<file path="src/rtl/pwm_meas_if.sv">
// pwm_meas_if: control, input and result signals of the PWM capture block.
// The master side drives enable and the PWM input and receives the
// measurement results; the slave side is the capture block itself.
interface pwm_meas_if #(
    parameter int CNT_W = 16
);
    logic             en;
    logic             pwm_in;
    logic [CNT_W-1:0] period;
    logic [CNT_W-1:0] h_time;
    logic             meas_vld;
    logic             timeout;

    modport master (
        output en,
        output pwm_in,
        input  period,
        input  h_time,
        input  meas_vld,
        input  timeout
    );

    modport slave (
        input  en,
        input  pwm_in,
        output period,
        output h_time,
        output meas_vld,
        output timeout
    );
endinterface

</file>
<file path="src/rtl/pwm_meas.sv">
// pwm_meas: PWM capture block. Synchronizes an asynchronous PWM input,
// measures period and high time in clk cycles and reports each completed
// measurement with a one-cycle meas_vld strobe. A one-cycle timeout strobe
// reports a period counter that saturated without its closing edge.
//
// Optional build macro PWM_MEAS_GLITCH_FILTER_EN: inserts a filter between
// the synchronizer and the edge detector so the level only changes after
// three consecutive identical synchronized samples (adds 2 cycles latency).
module pwm_meas #(
    parameter int CNT_W = 16
) (
    input  logic       clk,
    input  logic       rst,
    pwm_meas_if.slave  bus
);

    typedef enum logic [1:0] {
        IDLE = 2'd0,
        HIGH = 2'd1,
        LOW  = 2'd2
    } state_t;

    localparam logic [CNT_W-1:0] CNT_MAX = '1;
    localparam logic [CNT_W-1:0] CNT_ONE = CNT_W'(1);

    state_t           state_q, state_d;
    logic             s1_q, s2_q, s3_q;
    logic             lvl;
    logic             rise, fall;
    logic [CNT_W-1:0] per_cnt_q, per_cnt_d;
    logic [CNT_W-1:0] hi_cnt_q, hi_cnt_d;
    logic [CNT_W-1:0] hi_hold_q, hi_hold_d;
    logic [CNT_W-1:0] period_q, period_d;
    logic [CNT_W-1:0] h_time_q, h_time_d;
    logic             meas_vld_q, meas_vld_d;
    logic             timeout_q, timeout_d;
    logic [CNT_W-1:0] per_inc, hi_inc;

    // Two-flop synchronizer plus the history flop used for edge detection.
    always_ff @(posedge clk or posedge rst) begin
        // NOTE: sequential state uses non-blocking assignments so every flop
        // samples the pre-edge values of its neighbours.
        if (rst) begin
            s1_q <= 1'b0;
            s2_q <= 1'b0;
            s3_q <= 1'b0;
        end else begin
            s1_q <= bus.pwm_in;
            s2_q <= s1_q;
            s3_q <= lvl;
        end
    end

`ifdef PWM_MEAS_GLITCH_FILTER_EN
    logic h1_q, h2_q;

    // Two-deep history of the synchronized input for the glitch filter.
    always_ff @(posedge clk or posedge rst) begin
        if (rst) begin
            h1_q <= 1'b0;
            h2_q <= 1'b0;
        end else begin
            h1_q <= s2_q;
            h2_q <= h1_q;
        end
    end

    // Filtered level follows s2 only after three agreeing samples; s3 holds it otherwise.
    always_comb begin
        lvl = s3_q;
        if ((s2_q == h1_q) && (s2_q == h2_q)) begin
            lvl = s2_q;
        end
    end
`else
    // Unfiltered: every synchronized transition is passed to the edge detector.
    always_comb begin
        lvl = s2_q;
    end
`endif

    assign rise = lvl & ~s3_q;
    assign fall = ~lvl & s3_q;

    // Saturating increments so no counter ever wraps.
    assign per_inc = (per_cnt_q == CNT_MAX) ? CNT_MAX : per_cnt_q + CNT_ONE;
    assign hi_inc  = (hi_cnt_q == CNT_MAX) ? CNT_MAX : hi_cnt_q + CNT_ONE;

    // Next-state and datapath: enable low, then saturation, then edges.
    always_comb begin
        // NOTE: every variable gets a default first so no path infers a latch.
        state_d    = state_q;
        per_cnt_d  = per_cnt_q;
        hi_cnt_d   = hi_cnt_q;
        hi_hold_d  = hi_hold_q;
        period_d   = period_q;
        h_time_d   = h_time_q;
        meas_vld_d = 1'b0;
        timeout_d  = 1'b0;

        if (!bus.en) begin
            state_d = IDLE;
        end else begin
            case (state_q)
                IDLE: begin
                    // First rise only opens a period; nothing to report yet.
                    if (rise) begin
                        per_cnt_d = CNT_ONE;
                        hi_cnt_d  = CNT_ONE;
                        state_d   = HIGH;
                    end
                end
                HIGH: begin
                    if (per_cnt_q == CNT_MAX) begin
                        timeout_d = 1'b1;
                        state_d   = IDLE;
                    end else begin
                        per_cnt_d = per_inc;
                        hi_cnt_d  = hi_inc;
                        if (fall) begin
                            // Capture the pre-increment count: it equals the high time.
                            hi_hold_d = hi_cnt_q;
                            state_d   = LOW;
                        end
                    end
                end
                LOW: begin
                    if (per_cnt_q == CNT_MAX) begin
                        timeout_d = 1'b1;
                        state_d   = IDLE;
                    end else if (rise) begin
                        period_d   = per_cnt_q;
                        h_time_d   = hi_hold_q;
                        meas_vld_d = 1'b1;
                        per_cnt_d  = CNT_ONE;
                        hi_cnt_d   = CNT_ONE;
                        state_d    = HIGH;
                    end else begin
                        per_cnt_d = per_inc;
                    end
                end
                default: begin
                    state_d = IDLE;
                end
            endcase
        end
    end

    // State, counters and registered outputs.
    always_ff @(posedge clk or posedge rst) begin
        if (rst) begin
            state_q    <= IDLE;
            per_cnt_q  <= '0;
            hi_cnt_q   <= '0;
            hi_hold_q  <= '0;
            period_q   <= '0;
            h_time_q   <= '0;
            meas_vld_q <= 1'b0;
            timeout_q  <= 1'b0;
        end else begin
            state_q    <= state_d;
            per_cnt_q  <= per_cnt_d;
            hi_cnt_q   <= hi_cnt_d;
            hi_hold_q  <= hi_hold_d;
            period_q   <= period_d;
            h_time_q   <= h_time_d;
            meas_vld_q <= meas_vld_d;
            timeout_q  <= timeout_d;
        end
    end

    assign bus.period   = period_q;
    assign bus.h_time   = h_time_q;
    assign bus.meas_vld = meas_vld_q;
    assign bus.timeout  = timeout_q;

endmodule

</file>
<file path="src/flat_wrapper.sv">
// flat-port wrapper written by rule: the top's interface ports become plain ports
module pwm_meas_flat 
#(
    parameter int CNT_W = 16
)
  (clk, rst, bus_en, bus_pwm_in, bus_period, bus_h_time, bus_meas_vld, bus_timeout);
  pwm_meas_if #(.CNT_W(CNT_W)) bus_i ();
  input  logic clk;
  input  logic rst;
  input wire logic [$bits(bus_i.en)-1:0] bus_en;
  input wire logic [$bits(bus_i.pwm_in)-1:0] bus_pwm_in;
  output wire logic [$bits(bus_i.period)-1:0] bus_period;
  output wire logic [$bits(bus_i.h_time)-1:0] bus_h_time;
  output wire logic [$bits(bus_i.meas_vld)-1:0] bus_meas_vld;
  output wire logic [$bits(bus_i.timeout)-1:0] bus_timeout;
  assign bus_i.en = bus_en;
  assign bus_i.pwm_in = bus_pwm_in;
  assign bus_period = bus_i.period;
  assign bus_h_time = bus_i.h_time;
  assign bus_meas_vld = bus_i.meas_vld;
  assign bus_timeout = bus_i.timeout;
  pwm_meas #(.CNT_W(CNT_W)) u_core (.clk(clk), .rst(rst), .bus(bus_i));
endmodule
</file>
<file path="config.mk">
export PLATFORM = sky130hd
export DESIGN_NAME = pwm_meas_flat
export DESIGN_NICKNAME = d
export VERILOG_FILES = /design/src/rtl/pwm_meas_if.sv /design/src/rtl/pwm_meas.sv /design/src/flat_wrapper.sv
export SDC_FILE = /design/constraint.sdc
export NUM_CORES = 1
export LEC_CHECK = 0
export BUFFER_PORTS_ARGS = -buffer_cell sky130_fd_sc_hd__clkbuf_2
export CORE_ASPECT_RATIO = 2
export CORE_MARGIN = 3
export CORE_UTILIZATION = 35
export DETAILED_ROUTE_END_ITERATION = 7
export GPL_ROUTABILITY_DRIVEN = 0
export SYNTH_ARGS = -nofsm -noshare
export SYNTH_HDL_FRONTEND = slang
export SYNTH_SLANG_ARGS = --single-unit
</file>
<file path="constraint.sdc">
create_clock -name clk -period 3.1 [get_ports clk]
set_input_delay 0.465 -clock clk [delete_from_list [all_inputs] [get_ports clk]]
set_output_delay 0.465 -clock clk [all_outputs]
set_load 0.01 [all_outputs]
</file>
After elaboration in Yosys (flattened, before gate mapping)
Cells that the tools add are included.
{ "classes": {"add_sub_neg": 2, "eq_ne": 8, "muxes": 23, "n_bitwise": 5, "reduce_logical": 7} }
{ "op_table": {"columns": ["operator", "count"], "rows": [
  ["$mux 16", 8],
  ["$pmux 16 s3", 2],
  ["$add 16x1->16 const B", 2],
  ["$eq 16x16->1 const B", 2],
  ["$reduce_and 4->1", 3],
  ["$mux 2", 5],
  ["$mux 1", 7],
  ["$pmux 2 s3", 1],
  ["$reduce_and 5->1", 1],
  ["$ne 2x2->1 const B", 2],
  ["$ne 4x2->1 const B", 1],
  ["$not 1->1", 3],
  ["$reduce_bool 3->1", 1],
  ["$and 1x1->1", 2],
  ["$eq 2x1->1 const B", 1],
  ["$eq 2x2->1 const B", 1],
  ["$logic_not 2->1", 1],
  ["$ne 2x1->1 const B", 1],
  ["$reduce_or 2->1", 1]
]} }
{ "word_totals": {"ff_bits": 87, "inputBits": 4, "out_inout_bits": 34, "wordCells": 56} }

Logic depth before layout (Yosys ltp)
Gate-level depths: netlist of the first run.
{ "depth": {"depth_word": 6, "depth_mapped": 9, "depth_no_buf": 6} }

Least setup slack after synthesis of the first run
Ideal clock, no wire load.
{ "synth_path": {"path_type": "register to register", "from": "register u_core.state_q[1]", "to": "register u_core.per_cnt_q[5]", "arrival_time_ns": 1.910, "slack_ns": 1.079, "stages_incl_launch_ff": 7, "n_path_buf": 0, "synth_period_minus_slack_ns": 2.021, "cell_sequence": "dfrtp_1 inv_1 ha_1 or2_0 a221oi_2 nand2_1 o41ai_1"} }
{ "synth_between": {"elab_chain_len": 3, "word_cells_on_any_way": 9, "cone_classes": "eq/ne (5); mux (1); reduce/logical (3)"} }
{ "synth_rtl": {"columns": ["element", "line_no", "source"], "rows": [
  ["start: declaration", "pwm_meas.sv:26", "state_t state_q, state_d;"],
  ["start signal: assignment", "pwm_meas.sv:161", "state_q <= state_d;"],
  ["$eq 2x2->1, or another cell as far along", "pwm_meas.sv:104", "case (state_q)"],
  ["$ne 2x2->1 (no line), or another cell as far along", null, null],
  ["$reduce_and 5->1 (no line)", null, null],
  ["end signal: assignment", "pwm_meas.sv:162", "per_cnt_q <= per_cnt_d;"],
  ["end: declaration", "pwm_meas.sv:30", "logic [CNT_W-1:0] per_cnt_q, per_cnt_d;"]
]} }
Several ways; a longest one is shown, not always the timed one.
A chain may end at the register's enable or synchronous reset.

Worst setup path in the final report of the first run
{ "layout_path": {"from": "register u_core.state_q[1]", "to": "register u_core.state_q[1]"} }
{ "layout_between": {"elab_chain_len": 4, "word_cells_on_any_way": 8, "cone_classes": "eq/ne (3); mux (4); reduce/logical (1)"} }
{ "layout_rtl": {"columns": ["element", "line_no", "source"], "rows": [
  ["$mux 2 (2 in a row)", null, null],
  ["$pmux 2 s3", "pwm_meas.sv:104", null],
  ["$mux 2", "pwm_meas.sv:101", "if (!bus.en) begin"]
]} }
Several ways; a longest one is shown, not always the timed one.

==> results.cfg, run 1 <==
[die]
coreArea_sq_um = 11350
io_pins = 38
die_h_um = 159.1
initial_core_util_pct = 36.13
die_x_um = 82.56
fp-row-count = 55
die-area_sq_um = 13140

[detailed_routing]
antenna_left = 0
wirelength_um = 8890
first_pass_iters = 4
viasPerCell = 5.481
num_vias = 2987
wl_per_cell_um = 16.31
drc = 0
drt_iter0_markers = 141

[clocking]
cts_sinks = 87
cts_hold_buf = 0
post_cts_resized = 0
cts-buffers-inserted = 9
path_clk_slew_ns = 0.06
insertion_delay_ns = 0.34
h-tree-depth = 3
clockBufferDepth = 2
post_cts.repair.setup_buffers = 0
cts_tree = built
cts_root_buffer = clkbuf_16

[sta]
fmax_mhz = 380.4
fin_worst_skew_ns = 0.006671
hold_viol_final = 0
slew_headroom_pct = 13.59
rsz0062_at_grt = false
hold_slack_ns = 0.2308
tightest_slew_ns = 1.296
finalCritPeriodShare_pct = 84.79
setup_slack_ns = 0.4714
tns_ns = 0
report.final.slew_viol_count = 0
setup_viol = 0
fin_crit_ns = 2.629

[power]
clkPwrFrac_pct = 42.5
powerDensity_nw_per_um2 = 526.9
p_leak_nw = 2.180
p_seq_share_pct = 48.7
ir_drop_mv = 0.3858
combPwrFrac_pct = 8.8
p_sw_share_pct = 23.75
p_int_mw = 1.904
switchingPower_uw = 593.0

[job]
drv_cap = 0

[placed_design]
dp_slack_ns = 0.5046
dpl.cell_count = 529
dpl-instance-area_sq_um = 4448
dp.final_hpwl_um = 6488
io_buffer_count = 37

[hold_path]
hp-class = in2async

[logic_synthesis]
synth_area_leaders = dfrtp_1 53%, mux2_2 10%, mux2_4 3.7%
netlist_instances = 357
synth-async-reset-ratio_pct = 100.0
yosys.area.top_type = dfrtp_1
yosysWarnings = 0
synth_edf_count = 0
ys_seq_elements = 87
syn-num-nets = 367
synth.cell_area_sq_um = 4103
synth_top_cell_area_share_pct = 53.06
synth-main-ff-cell = dfrtp_1
synth_area_per_cell_sq_um = 11.49
synthDistinctLibCells = 48
ys_seq_area_share_pct = 53.06

[cells_and_area]
final_common_cell = dfrtp_1
n_antenna_cell = 0
mostFrequentLayoutCells = 87 x dfrtp_1, 38 x mux2_2, 37 x clkbuf_2, 28 x a21oi_1, 24 x nand2_1
drive_gt1_share_pct = 30.27
final_nets = 408
final_cell_area_sq_um = 4740
fin_cells = 545
syn_to_final_growth_pct = 15.52
fill_cells = 1109

[setup_path]
critPathRequiredTime_ns = 3.35
path_max_fanout = 32
start_kind = register
cp.arrival_ns = 2.88
cp-end-kind = register
worst-setup-path-type = reg2reg

[global_routing]
grt_antenna_before_repair = 0
top_usage_layer = met2
met2_usage_pct = 25.66
grt_pass1_wl_um = 14720
grt_start_max_net_pins = 46
grt_overflow = 0
grt_usage_pct = 14.55
grt_use_met3_pct = 2.435
use_met1_pct = 15.71
grt_pass1_vias = 2981

[outcome]
status = completed
[final timing paths]
kind	start	cells after the start	slack, ns	end
worst max-delay path	u_core.state_q[1]	6	0.47	u_core.state_q[1]
worst min-delay path	rst	2	0.23	u_core.bus.period[11]
worst max register to register	u_core.state_q[1]	6	0.47	u_core.state_q[1]
worst min register to register	u_core.s1_q	0	0.35	u_core.lvl
max in group asynchronous	rst	3	2.20	u_core.hi_hold_q[9]
min in group clk	bus_pwm_in	1	0.24	u_core.s1_q
[cell usage after synthesis (all sizes together), types with 2 or more instances]
cell / number
dfrtp: 87
mux2: 48
o21ai: 30
a21oi: 29
nand2: 24
nand3: 19
nor2: 14
inv: 12
buf: 11
nor3: 10
ha: 6
o31ai: 6
and3: 5
nand2b: 5
nand4: 5
nor4: 5
o41ai: 5
a41oi: 4
clkbuf: 4
a31oi: 3
o22ai: 3
or2: 3
or4: 3
nor2b: 2
o211ai: 2
[logic make-up (layout without fill, tap and decap cells)]
kind of cell | after synthesis | count (layout) | share of synthesized area (%)
AND/OR/NAND/NOR | 99 | 99 | 13.97
AO/OA/AOI/OAI | 90 | 90 | 13.48
flip-flops | 87 | 87 | 53.07
multiplexers | 48 | 48 | 14.09
buffers and inverters | 27 | 73 | 3.568
adder cells (fa/ha/maj) | 6 | 6 | 1.830
[through the flow]
stage	util, %	total power, mW
floorplan	-	1.400
global placement	39.17	1.454
detailed placement	39.17	1.462
CTS	41.74	2.544
global route	41.74	2.621
finish	41.74	2.497
[per-layer routing]
| layer | wire length [um] | vias to the layer above |
|---|---|---|
| li1 | - | 1404 |
| met1 | 3379 | 1503 |
| met2 | 4953 | 59 |
| met3 | 249 | 21 |
| met4 | 307 | 0 |
| met5 | 0 | - |
[worst max-delay path: stages, from the launching register on]
cell	delay, ns
dfrtp_1	0.43
inv_1	0.08
ha_1	0.22
or2_0	0.33
a21oi_2	1.04
a32oi_1	0.22
o221ai_1	0.21
[power by group through the flow]
stage                     clock network (mW)  logic [mW]  registers (mW)
after detailed placement                   0       0.223            1.24
after global routing                    1.15       0.248            1.22
after CTS                               1.10       0.223            1.22
after floorplan                            0       0.173            1.23
after global placement                     0       0.217            1.24
final                                   1.06       0.220            1.22
[layout make-up]
| cell class | count | area (sq um) | share of cell area [%] |
|---|---|---|---|
| clock buffer | 12 | 246.5 | 5.201 |
| timing repair buffer | 45 | 257.7 | 5.438 |
| sequential | 87 | 2177 | 45.93 |
| multi-input combinational | 243 | 1789 | 37.75 |
| tap | 142 | 177.7 | 3.749 |
| inverter | 12 | 46.29 | 0.9768 |
| clock inverter | 4 | 45.04 | 0.9504 |
[sequential cells by signal (all words and copies together), names as in the netlist]
name / count
u_core.bus.h_time: 16
u_core.hi_hold_q: 16
u_core.bus.meas_vld: 1
u_core.lvl: 1
u_core.bus.timeout: 1
u_core.bus.period: 16
u_core.s3_q: 1
u_core.per_cnt_q: 16
u_core.hi_cnt_q: 16
u_core.state_q: 2
u_core.s1_q: 1
(Power assumes the default switching activity.)
==> inputs of run 2 (changes only) <==
--- a/config.mk
+++ b/config.mk
@@ -5,6 +5,7 @@
 export SDC_FILE = /design/constraint.sdc
 export NUM_CORES = 1
 export LEC_CHECK = 0
+export ABC_AREA = 1
 export BUFFER_PORTS_ARGS = -buffer_cell sky130_fd_sc_hd__clkbuf_2
 export CORE_ASPECT_RATIO = 2
 export CORE_MARGIN = 3
==> constraint.sdc (replaced) <==
create_clock -name clk -period 2.7 [get_ports clk]
set_input_delay 0.405 -clock clk [delete_from_list [all_inputs] [get_ports clk]]
set_output_delay 0.405 -clock clk [all_outputs]
set_load 0.01 [all_outputs]
==> run 2 against run 1 <==
Against the previous run: via count is 28% higher; clock skew is 0.0050 ns higher; largest cell class unchanged; fmax is 25% higher; sequential power is 16% higher; critical path type unchanged; critical endpoint is now u_core.hi_cnt_q[0].
==> results.cfg, run 2 <==
[logic_synthesis]
synth.cell_area_sq_um = 4488
synth-main-ff-cell = dfrtp_1
synthDistinctLibCells = 28
synth_top_cell_area_share_pct = 48.51
syn-num-nets = 583
synth_edf_count = 0
yosys.area.top_type = dfrtp_1
ys_seq_elements = 87
synth_area_leaders = dfrtp_1 49%, nand2_1 17%, nand3_1 6.1%
yosysMostFrequentCell = nand2_1
yosys-top-cells-count = 198 x nand2_1, 87 x dfrtp_1, 57 x inv_1
yosysWarnings = 0
synth-async-reset-ratio_pct = 100.0
netlist_instances = 573
ys_seq_area_share_pct = 48.51
synth_area_per_cell_sq_um = 7.833

[global_routing]
grt_overflow = 0
met2_usage_pct = 28.10
grt_pass1_wl_um = 18270
grt_usage_pct = 15.82
grt_start_max_net_pins = 35
use_met1_pct = 17.73
grt_use_met3_pct = 2.681
grt_pass1_vias = 3850
grt_antenna_before_repair = 0
top_usage_layer = met2

[detailed_routing]
num_vias = 3828
wl_per_cell_um = 13.97
first_pass_iters = 5
drt_iter0_markers = 206
drc = 0
viasPerCell = 5.017
antenna_left = 0
wirelength_um = 10660

[setup_path]
crit_chain = inv_1 -> ha_1 -> o21ai_0 -> nor3_2 -> o21ai_0
max_stage_delay_ns = 0.60
ff2ff_setup_slack_ns = 0.60
critPathRequiredTime_ns = 2.90
path_max_fanout = 11
critPathSlowestCell = nor3_2
cp_common_cell = o21ai_0
cp-end-kind = register
r2r_start = u_core.state_q[1]
cp.arrival_ns = 2.30
start_kind = register
worst-setup-path-type = reg2reg
r2r-end = u_core.hi_cnt_q[0]
r2r_cells = 5

[sta]
hold_slack_ns = 0.07718
fmax_mhz = 475.5
tightest_slew_ns = 0.6573
fin_crit_ns = 2.103
setup_slack_ns = 0.5968
finalCritPeriodShare_pct = 77.89
fin_worst_skew_ns = 0.01167
report.final.slew_viol_count = 0
rsz0062_at_grt = false
setup_viol = 0
tns_ns = 0
slew_headroom_pct = 55.94
hold_viol_final = 0

[power]
total_power_mw = 3.025
clkPwrFrac_pct = 43.1
p_leak_nw = 2.525
powerDensity_nw_per_um2 = 595.5
p_int_mw = 2.194
switchingPower_uw = 830.6
ir_drop_mv = 0.4504
p_sw_share_pct = 27.46
p_seq_share_pct = 46.5
combPwrFrac_pct = 10.5

[placed_design]
dpl-instance-area_sq_um = 4767
dpl.cell_count = 747
dp_slack_ns = 0.5878
io_buffer_count = 37
dp.final_hpwl_um = 8133

[die]
die_x_um = 86.07
io_pins = 38
die-area_sq_um = 14300
fp-row-count = 57
die_h_um = 166.1
coreArea_sq_um = 12340
initial_core_util_pct = 36.38

[clocking]
cts_root_buffer = clkbuf_16
cts_sinks = 87
clockBufferDepth = 2
h-tree-depth = 3
insertion_delay_ns = 0.35
cts-buffers-inserted = 9
cts_tree = built
post_cts_resized = 0
cts_hold_buf = 0
path_clk_slew_ns = 0.07
post_cts.repair.setup_buffers = 0

[cells_and_area]
final_cell_area_sq_um = 5079
drive_gt1_share_pct = 14.45
mostFrequentLayoutCells = 198 x nand2_1, 87 x dfrtp_1, 56 x inv_1, 55 x nand3_1, 46 x o21ai_0
final_common_cell = nand2_1
n_antenna_cell = 0
fin_util_pct = 41.16
fin_cells = 763
syn_to_final_growth_pct = 13.16
final_nets = 621

[hold_path]
hp-class = in2async

[job]
drv_cap = 0

[outcome]
status = completed
run 2: cells by family after synthesis:
kind of cell	Yosys count	synth area share, %
adder cells (fa/ha/maj)	6	1.673
AO/OA/AOI/OAI	71	8.224
AND/OR/NAND/NOR	329	32.73
XOR/XNOR	2	0.3904
buffers and inverters	78	8.475
flip-flops	87	48.51
run 2: cell type report:
cell class,instances,area (sq um)
multi-input combinational,408,1931
sequential,87,2177
tap,147,183.9
inverter,59,222.7
clock inverter,7,86.33
fill,1261,7259
clock buffer,9,225.2
timing repair buffer,46,252.7
run 2: power groups by stage:
stage / registers (mW) / clock network (mW) / logic (mW)
final: 1.41 / 1.30 / 0.316
after global routing: 1.41 / 1.38 / 0.359
after floorplan: 1.43 / 0 / 0.230
after CTS: 1.41 / 1.33 / 0.320
after detailed placement: 1.43 / 0 / 0.320
after global placement: 1.43 / 0 / 0.314
run 2: critical path: cells and delay by family, from the launching register on:
kind | cells | cell delay, ns
flip-flops | 1 | 0.43
adder cells (fa/ha/maj) | 1 | 0.43
buffers and inverters | 1 | 0.11
AO/OA/AOI/OAI | 2 | 0.39
AND/OR/NAND/NOR | 1 | 0.60
run 2: how the worst max path moves through the flow:
stage | startpoint | to | slack (ns) | cells past startpoint
floorplan | rst | u_core.bus.h_time[0] | 0.04 | 1
global placement | u_core.per_cnt_q[0] | u_core.bus.h_time[7] | 0.61 | 8
detailed placement | u_core.state_q[1] | u_core.hi_cnt_q[0] | 0.59 | 5
CTS | u_core.per_cnt_q[0] | u_core.bus.h_time[7] | 0.59 | 8
global route | u_core.per_cnt_q[0] | u_core.bus.h_time[6] | 0.37 | 8
finish | u_core.state_q[1] | u_core.hi_cnt_q[0] | 0.60 | 5
run 2: routing by layer:
layer / vias up / routed length, um
li1: 1912 / -
met1: 1801 / 4280
met2: 82 / 5638
met3: 33 / 314
met4: 0 / 424
met5: - / 0
